--- config.mk ---
export PLATFORM = sky130hd
export DESIGN_NAME = coverage_stall_monitor
export DESIGN_NICKNAME = d
export VERILOG_FILES = /design/src/rtl/coverage_monitor_pkg.sv /design/src/rtl/coverage_stall_channel.sv /design/src/rtl/coverage_stall_monitor.sv
export SDC_FILE = /design/constraint.sdc
export NUM_CORES = 1
export LEC_CHECK = 0
export ABC_AREA = 1
export CAP_MARGIN = 20
export CORE_UTILIZATION = 52
export DETAILED_ROUTE_END_ITERATION = 10
export PLACE_DENSITY = 0.77
export SYNTH_ARGS = -nofsm -noshare
export SYNTH_HDL_FRONTEND = slang
export SYNTH_SLANG_ARGS = --single-unit
--- constraint.sdc ---
create_clock -name clock -period 18.55 [get_ports clock]
set_input_delay 3.71 -clock clock [delete_from_list [all_inputs] [get_ports clock]]
set_output_delay 3.71 -clock clock [all_outputs]
set_load 0.05 [all_outputs]
--- src/rtl/coverage_monitor_pkg.sv ---
`default_nettype none
// ============================================================================
// Module      : coverage_monitor_pkg
// Description : Shared types and helpers for the coverage stall monitor.
//               - state_e       : monitor FSM states
//               - CAUSE_*       : bit positions inside irq_cause
//               - sat_threshold : base * multiplier, clamped to a counter width
// Revision    : 1.0 - initial multi-channel release
// ============================================================================
package coverage_monitor_pkg;

  typedef enum logic [1:0] {
    ST_RUN     = 2'd0,
    ST_FIRED   = 2'd1,
    ST_HOLDOFF = 2'd2
  } state_e;

  localparam int CAUSE_STALL = 0;
  localparam int CAUSE_WD    = 1;

  // The product is formed at twice the operand width so it can never wrap;
  // anything beyond the counter range clamps to the counter's all-ones value,
  // which keeps a huge coverage value from producing a tiny threshold.
  function automatic logic [63:0] sat_threshold(
    input logic [63:0] base,
    input logic [63:0] mult,
    input int unsigned cnt_w
  );
    logic [127:0] prod;
    logic [127:0] lim;
    prod = {64'd0, base} * {64'd0, mult};
    lim  = (128'd1 << cnt_w) - 128'd1;
    if (prod > lim) begin
      return lim[63:0];
    end
    return prod[63:0];
  endfunction

endpackage
`default_nettype wire

--- src/rtl/coverage_stall_channel.sv ---
`default_nettype none
// ============================================================================
// Module      : coverage_stall_channel
// Description : One monitored channel: remembers the last coverage value,
//               counts cycles without coverage growth (stall_cnt) and cycles
//               without round completion (wd_cnt), and flags threshold hits.
// Ports       : clock, reset     - sole clock, synchronous active-high reset
//               count_en         - counters may advance this cycle
//               clear_all        - zero counters and resample cov (ack)
//               clear_hit        - zero counters (this channel just fired)
//               cov, done        - channel coverage bus and completion strobe
//               stall_hit/wd_hit - limits reached on current registers
// Revision    : 1.0 - initial multi-channel release
// ============================================================================
module coverage_stall_channel
  import coverage_monitor_pkg::*;
#(
  parameter int COV_WIDTH      = 30,
  parameter int CNT_WIDTH      = 32,
  parameter int BASE_WAIT      = 1000,
  parameter int SCALE_SHIFT    = 19,
  parameter int WATCHDOG_LIMIT = 50000
) (
  input  logic                 clock,
  input  logic                 reset,
  input  logic                 count_en,
  input  logic                 clear_all,
  input  logic                 clear_hit,
  input  logic [COV_WIDTH-1:0] cov,
  input  logic                 done,
  output logic                 stall_hit,
  output logic                 wd_hit
);

  localparam logic [CNT_WIDTH-1:0] CNT_MAX = '1;

  logic [COV_WIDTH-1:0] pre_cov_q, pre_cov_d;
  logic [CNT_WIDTH-1:0] stall_cnt_q, stall_cnt_d;
  logic [CNT_WIDTH-1:0] wd_cnt_q, wd_cnt_d;
  logic [63:0]          mult;
  logic [CNT_WIDTH-1:0] threshold;

  // Threshold follows the live cov value, so a coverage jump that raises the
  // threshold past stall_cnt withdraws a hit in the same cycle.
  assign mult      = 64'(cov >> SCALE_SHIFT) + 64'd1;
  assign threshold = CNT_WIDTH'(sat_threshold(64'(BASE_WAIT), mult, CNT_WIDTH));

  // A completing round always wins over a limit reached in the same cycle.
  assign stall_hit = ~done & (stall_cnt_q >= threshold);
  assign wd_hit    = ~done & (64'(wd_cnt_q) >= 64'(WATCHDOG_LIMIT));

  always_comb begin
    pre_cov_d   = pre_cov_q;
    stall_cnt_d = stall_cnt_q;
    wd_cnt_d    = wd_cnt_q;
    if (clear_all) begin
      pre_cov_d   = cov;
      stall_cnt_d = '0;
      wd_cnt_d    = '0;
    end else if (count_en) begin
      if (done) begin
        pre_cov_d   = cov;
        stall_cnt_d = '0;
        wd_cnt_d    = '0;
      end else if (cov != pre_cov_q) begin
        pre_cov_d   = cov;
        stall_cnt_d = '0;
        wd_cnt_d    = (wd_cnt_q == CNT_MAX) ? wd_cnt_q : wd_cnt_q + CNT_WIDTH'(1);
      end else begin
        stall_cnt_d = (stall_cnt_q == CNT_MAX) ? stall_cnt_q : stall_cnt_q + CNT_WIDTH'(1);
        wd_cnt_d    = (wd_cnt_q == CNT_MAX) ? wd_cnt_q : wd_cnt_q + CNT_WIDTH'(1);
      end
      // A channel that just fired restarts from zero; pre_cov still tracks.
      if (clear_hit) begin
        stall_cnt_d = '0;
        wd_cnt_d    = '0;
      end
    end
  end

  always_ff @(posedge clock) begin
    if (reset) begin
      pre_cov_q   <= '0;
      stall_cnt_q <= '0;
      wd_cnt_q    <= '0;
    end else begin
      pre_cov_q   <= pre_cov_d;
      stall_cnt_q <= stall_cnt_d;
      wd_cnt_q    <= wd_cnt_d;
    end
  end

endmodule
`default_nettype wire

--- src/rtl/coverage_stall_monitor.sv ---
`default_nettype none
// ============================================================================
// Module      : coverage_stall_monitor
// Description : Watches NUM_CH coverage buses for stalls and watchdog expiry
//               and raises a handshaked interrupt to kick a stuck round.
// Ports       : clock, reset - sole clock, synchronous active-high reset
//               enable       - low freezes counters and suppresses firing
//               cov          - channel c at [c*COV_WIDTH +: COV_WIDTH]
//               done         - per-channel round completion
//               irq_ack      - harness acknowledge (honoured only in FIRED)
//               interrupt    - registered request (level or one-cycle pulse)
//               irq_cause    - bit0 stall, bit1 watchdog
//               irq_ch       - channels that caused the current fire
// Revision    : 1.0 - initial multi-channel release
// ============================================================================
module coverage_stall_monitor
  import coverage_monitor_pkg::*;
#(
  parameter int NUM_CH         = 2,
  parameter int COV_WIDTH      = 30,
  parameter int CNT_WIDTH      = 32,
  parameter int BASE_WAIT      = 1000,
  parameter int SCALE_SHIFT    = 19,
  parameter int WATCHDOG_LIMIT = 50000,
  parameter int HOLDOFF        = 16,
  parameter int PULSE_MODE     = 0
) (
  input  logic                        clock,
  input  logic                        reset,
  input  logic                        enable,
  input  logic [NUM_CH*COV_WIDTH-1:0] cov,
  input  logic [NUM_CH-1:0]           done,
  input  logic                        irq_ack,
  output logic                        interrupt,
  output logic [1:0]                  irq_cause,
  output logic [NUM_CH-1:0]           irq_ch
);

  // HOLDOFF lasts HOLDOFF cycles; a value of 0 still spends the single cycle
  // needed to return to RUN.  The counter holds "cycles remaining minus one".
  localparam int               HOLD_W    = (HOLDOFF > 1) ? $clog2(HOLDOFF + 1) : 1;
  localparam logic [HOLD_W-1:0] HOLD_LOAD = (HOLDOFF > 1) ? HOLD_W'(HOLDOFF - 1) : '0;

  state_e              state_q, state_d;
  logic [HOLD_W-1:0]   hold_cnt_q, hold_cnt_d;
  logic                interrupt_q, interrupt_d;
  logic [1:0]          irq_cause_q, irq_cause_d;
  logic [NUM_CH-1:0]   irq_ch_q, irq_ch_d;

  logic [NUM_CH-1:0]   stall_hit;
  logic [NUM_CH-1:0]   wd_hit;
  logic [NUM_CH-1:0]   hit;
  logic                count_en;
  logic                fire;
  logic                clear_all;

  assign hit       = stall_hit | wd_hit;
  assign count_en  = (state_q == ST_RUN) && enable;
  assign fire      = count_en && (|hit);
  // Ack only matters once FIRED is registered, so an ack on the entry edge
  // is naturally ignored.
  assign clear_all = (state_q == ST_FIRED) && irq_ack;

  generate
    for (genvar c = 0; c < NUM_CH; c++) begin : g_ch
      coverage_stall_channel #(
        .COV_WIDTH      (COV_WIDTH),
        .CNT_WIDTH      (CNT_WIDTH),
        .BASE_WAIT      (BASE_WAIT),
        .SCALE_SHIFT    (SCALE_SHIFT),
        .WATCHDOG_LIMIT (WATCHDOG_LIMIT)
      ) u_ch (
        .clock     (clock),
        .reset     (reset),
        .count_en  (count_en),
        .clear_all (clear_all),
        .clear_hit (fire & hit[c]),
        .cov       (cov[c*COV_WIDTH +: COV_WIDTH]),
        .done      (done[c]),
        .stall_hit (stall_hit[c]),
        .wd_hit    (wd_hit[c])
      );
    end
  endgenerate

  always_comb begin
    state_d     = state_q;
    hold_cnt_d  = hold_cnt_q;
    irq_cause_d = irq_cause_q;
    irq_ch_d    = irq_ch_q;
    case (state_q)
      ST_RUN: begin
        if (fire) begin
          state_d                  = ST_FIRED;
          irq_ch_d                 = hit;
          irq_cause_d[CAUSE_STALL] = |stall_hit;
          irq_cause_d[CAUSE_WD]    = |wd_hit;
        end
      end
      ST_FIRED: begin
        if (irq_ack) begin
          state_d     = ST_HOLDOFF;
          hold_cnt_d  = HOLD_LOAD;
          irq_ch_d    = '0;
          irq_cause_d = '0;
        end
      end
      ST_HOLDOFF: begin
        if (hold_cnt_q == '0) begin
          state_d = ST_RUN;
        end else begin
          hold_cnt_d = hold_cnt_q - HOLD_W'(1);
        end
      end
      default: begin
        state_d = ST_RUN;
      end
    endcase
    interrupt_d = (PULSE_MODE != 0) ? fire : (state_d == ST_FIRED);
  end

  always_ff @(posedge clock) begin
    if (reset) begin
      state_q     <= ST_RUN;
      hold_cnt_q  <= '0;
      interrupt_q <= 1'b0;
      irq_cause_q <= '0;
      irq_ch_q    <= '0;
    end else begin
      state_q     <= state_d;
      hold_cnt_q  <= hold_cnt_d;
      interrupt_q <= interrupt_d;
      irq_cause_q <= irq_cause_d;
      irq_ch_q    <= irq_ch_d;
    end
  end

  assign interrupt = interrupt_q;
  assign irq_cause = irq_cause_q;
  assign irq_ch    = irq_ch_q;

endmodule
`default_nettype wire

==> flow_metrics.py <==
metrics = {
    "synthesis": {
        "yosysSeqAreaShare_pct": 25.76,
        "ys_ff_latch": 200,
        "syn-cell-area_um2": 15540,
        "synth_ff_type": "dfxtp_1",
        "synthArstFlopShare_pct": 0,
        "synth_cell_types": 46,
        "synth_edf_count": 0,
        "ys.warnings.count": 0,
        "synth_area_per_cell_um2": 6.977,
        "syn_nets": 2491,
        "synth_cells": 2228,
    },
    "place": {
        "io_buffer_count": 70,
        "place_hpwl_um": 25720,
        "dp.cells": 2615,
        "dpl_worst_slack_ns": 6.964,
        "gp_congestion": 0.9178,
    },
    "sta": {
        "fin_crit_sh_pct": 60.24,
        "finClkSkew_ns": 0.02204,
        "fmax_mhz": 89.49,
        "min_period_ns": 11.17,
        "relSlewSlack_pct": 32.68,
        "hold_viol_final": 0,
        "worst_pin_slew_ns": 1.010,
        "slew_viol_final": 0,
        "worst_hold_slack_ns": 0.4452,
        "post-route-worst-setup-slack_ns": 7.376,
        "setup_viol": 0,
        "grt_setup_unrepaired": "false",
        "tns_ns": 0,
    },
    "grt": {
        "grt_overflow_total": 0,
        "track_usage_pct": 23.21,
        "grt_pass1_wl_um": 59860,
        "grt_pass1_vias": 13180,
        "grt_max_degree": 94,
        "antenna_found_initial": 0,
    },
    "critical_path": {
        "r2r_setup_slack_ns": 15.25,
        "reg2reg_to": "g_ch[1].u_ch.wd_cnt_q[6]",
        "worstPathBufferInverterCount": 6,
        "path_delay_family": "adder cells",
        "crit_type": "input pin to register",
        "cp_common_cell": "nand2_1",
        "max_stage_delay_ns": 0.64,
        "r2r_start": "state_q[1]",
        "reg2reg_depth": 10,
        "crit_fanout": 17,
        "cp-start-kind": "input pin",
        "critPathCaptureType": "register",
        "critical_path_required_ns": 18.88,
        "slowest_stage": "clkdlybuf4s50_1",
        "crit_arrival_ns": 11.51,
    },
    "layout": {
        "n_fill_cell": 2626,
        "final_common_cell": "nand2_1",
        "syn2layout_area_growth_pct": 9.997,
        "fin_cells": 2648,
        "fin_nets": 2514,
        "final_cell_mix": "442 x nand2_1, 358 x inv_1, 204 x nor2_1, 200 x dfxtp_1, 167 x a21oi_1",
        "utilization_pct": 58.77,
        "drive_gt1_share_pct": 3.269,
        "n_antenna_cell": 0,
    },
    "clock_network": {
        "cts.sinks": 200,
        "cts.clk_slew.worst_paths_ns": 0.07,
        "cts-buffers-inserted": 17,
        "cts_tree": "yes",
        "insertion_delay_ns": 0.45,
        "clock_tree.root_cell": "clkbuf_16",
        "post-cts-setup-buffers": 0,
        "post_cts_resized": 0,
        "ctsHoldBuffers": 0,
        "cts_max_path_buffers": 2,
        "cts_max_level": 4,
    },
    "min_path": {
        "worst_hold_path.num_cells": 2,
        "hold_class": "register to register",
        "min_to": "g_ch[0].u_ch.stall_cnt_q[24]",
        "hold_start": "g_ch[0].u_ch.stall_cnt_q[24]",
    },
    "drt": {
        "first_pass_iters": 5,
        "post_drt_wl_per_cell_um": 13.29,
        "wl_um": 35200,
        "drc": 0,
        "drt.antenna.violating_nets": 0,
        "via_per_inst": 5.280,
        "vias": 13980,
        "drt-initial-drc-count": 962,
    },
    "floorplanning": {
        "coreArea_um2": 29090,
        "start_util_pct": 53.43,
        "num_io_pins": 71,
        "die_w_um": 174.9,
        "dieHeight_um": 174.9,
        "num_rows": 62,
        "die_area_um2": 30590,
    },
    "power_and_ir_drop": {
        "vdd_ir_drop_max_uv": 72.09,
        "leakage_uw": 0.007674,
        "p_per_area_nw_per_um2": 103.2,
    },
    "run": {
        "drv_cap": 0,
    },
    "run_status": {
        "status": "completed",
    },
}
-- layer usage --
layer / vias to the layer above / GRT usage (%) / wire length (µm)
met5: - / 0 / 0
met4: 0 / 6.812 / 579
met3: 41 / 2.850 / 1415
met2: 326 / 41.10 / 17400
met1: 6493 / 29.39 / 15800
li1: 7121 / - / -
-- kinds of logic (layout without fill, tap and decap cells) --
logic type               after synthesis  in the layout  synth area share, %
AND/OR/NAND/NOR                      980            980                27.34
AO/OA/AOI/OAI                        277            277                9.434
buffers and inverters                438            474                10.85
adder cells (fa/ha/maj)              197            197                18.95
flip-flops                           200            200                25.76
XOR/XNOR                             136            136                7.663
-- per-stage QoR --
step           area (µm²)  power (µW)
6_report            17100        1764
5_1_grt             17100        1942
4_1_cts             17070        1777
3_5_place_dp        16460        1395
3_3_place_gp        16460        1356
2_1_floorplan       15540        1198
-- power breakdown --
group	switching, µW	internal, µW
clock network	187	194
logic	548	372
registers	16.2	448
total	751	1010
-- worst register-to-register path: cells and delay by family (launching register included) --
kind	cells	cell delay [ns]
AOI/OAI and AO/OA	1	0.12
buffers and inverters	5	2.05
DFF	1	0.31
and+or+nand+nor	4	0.71
-- area by class of cell --
| class | count | area, µm² | share of cell area, % |
|---|---|---|---|
| Multi-Input combinational cell | 1590 | 9866 | 57.70 |
| Sequential cell | 200 | 4004 | 23.42 |
| Inverter | 364 | 1366 | 7.991 |
| Timing Repair Buffer | 78 | 775.7 | 4.537 |
| Tap cell | 384 | 480.5 | 2.810 |
| Clock buffer | 17 | 425.4 | 2.488 |
| Clock inverter | 15 | 180.2 | 1.054 |
-- worst max path at each step --
stage | start | to | cells after the start
final | cov[49] | g_ch[1].u_ch.wd_cnt_q[2] | 36
after global routing | cov[49] | g_ch[1].u_ch.wd_cnt_q[2] | 36
after CTS | cov[49] | g_ch[1].u_ch.wd_cnt_q[2] | 36
after detailed placement | cov[49] | g_ch[1].u_ch.wd_cnt_q[8] | 36
after global placement | cov[49] | g_ch[1].u_ch.wd_cnt_q[14] | 36
after floorplan | cov[24] | g_ch[0].u_ch.wd_cnt_q[3] | 36
-- flip-flops by register name, summed over array words and instances (netlist names) --
register / count
irq_cause: 2
interrupt: 1
g_ch.u_ch.stall_cnt_q: 64
hold_cnt_q: 5
state_q: 2
g_ch.u_ch.wd_cnt_q: 64
irq_ch: 2
g_ch.u_ch.pre_cov_q: 60
-- synth_stat cells, drive strengths merged, types with 11 or more instances --
master | count | area [µm²]
xnor2 | 44 | 385.4
ha | 133 | 1664
nand3 | 132 | 678.2
o21ai | 78 | 390.4
nor3 | 116 | 590.6
or2 | 11 | 68.82
clkbuf | 46 | 172.7
buf | 28 | 147.6
a21oi | 167 | 835.8
xor2 | 92 | 805.8
nand2 | 448 | 1694
nand4 | 43 | 269.0
inv | 361 | 1355
nor2 | 209 | 812.0
fa | 64 | 1281
dfxtp | 200 | 4004
Power figures use the tool's default switching activity.
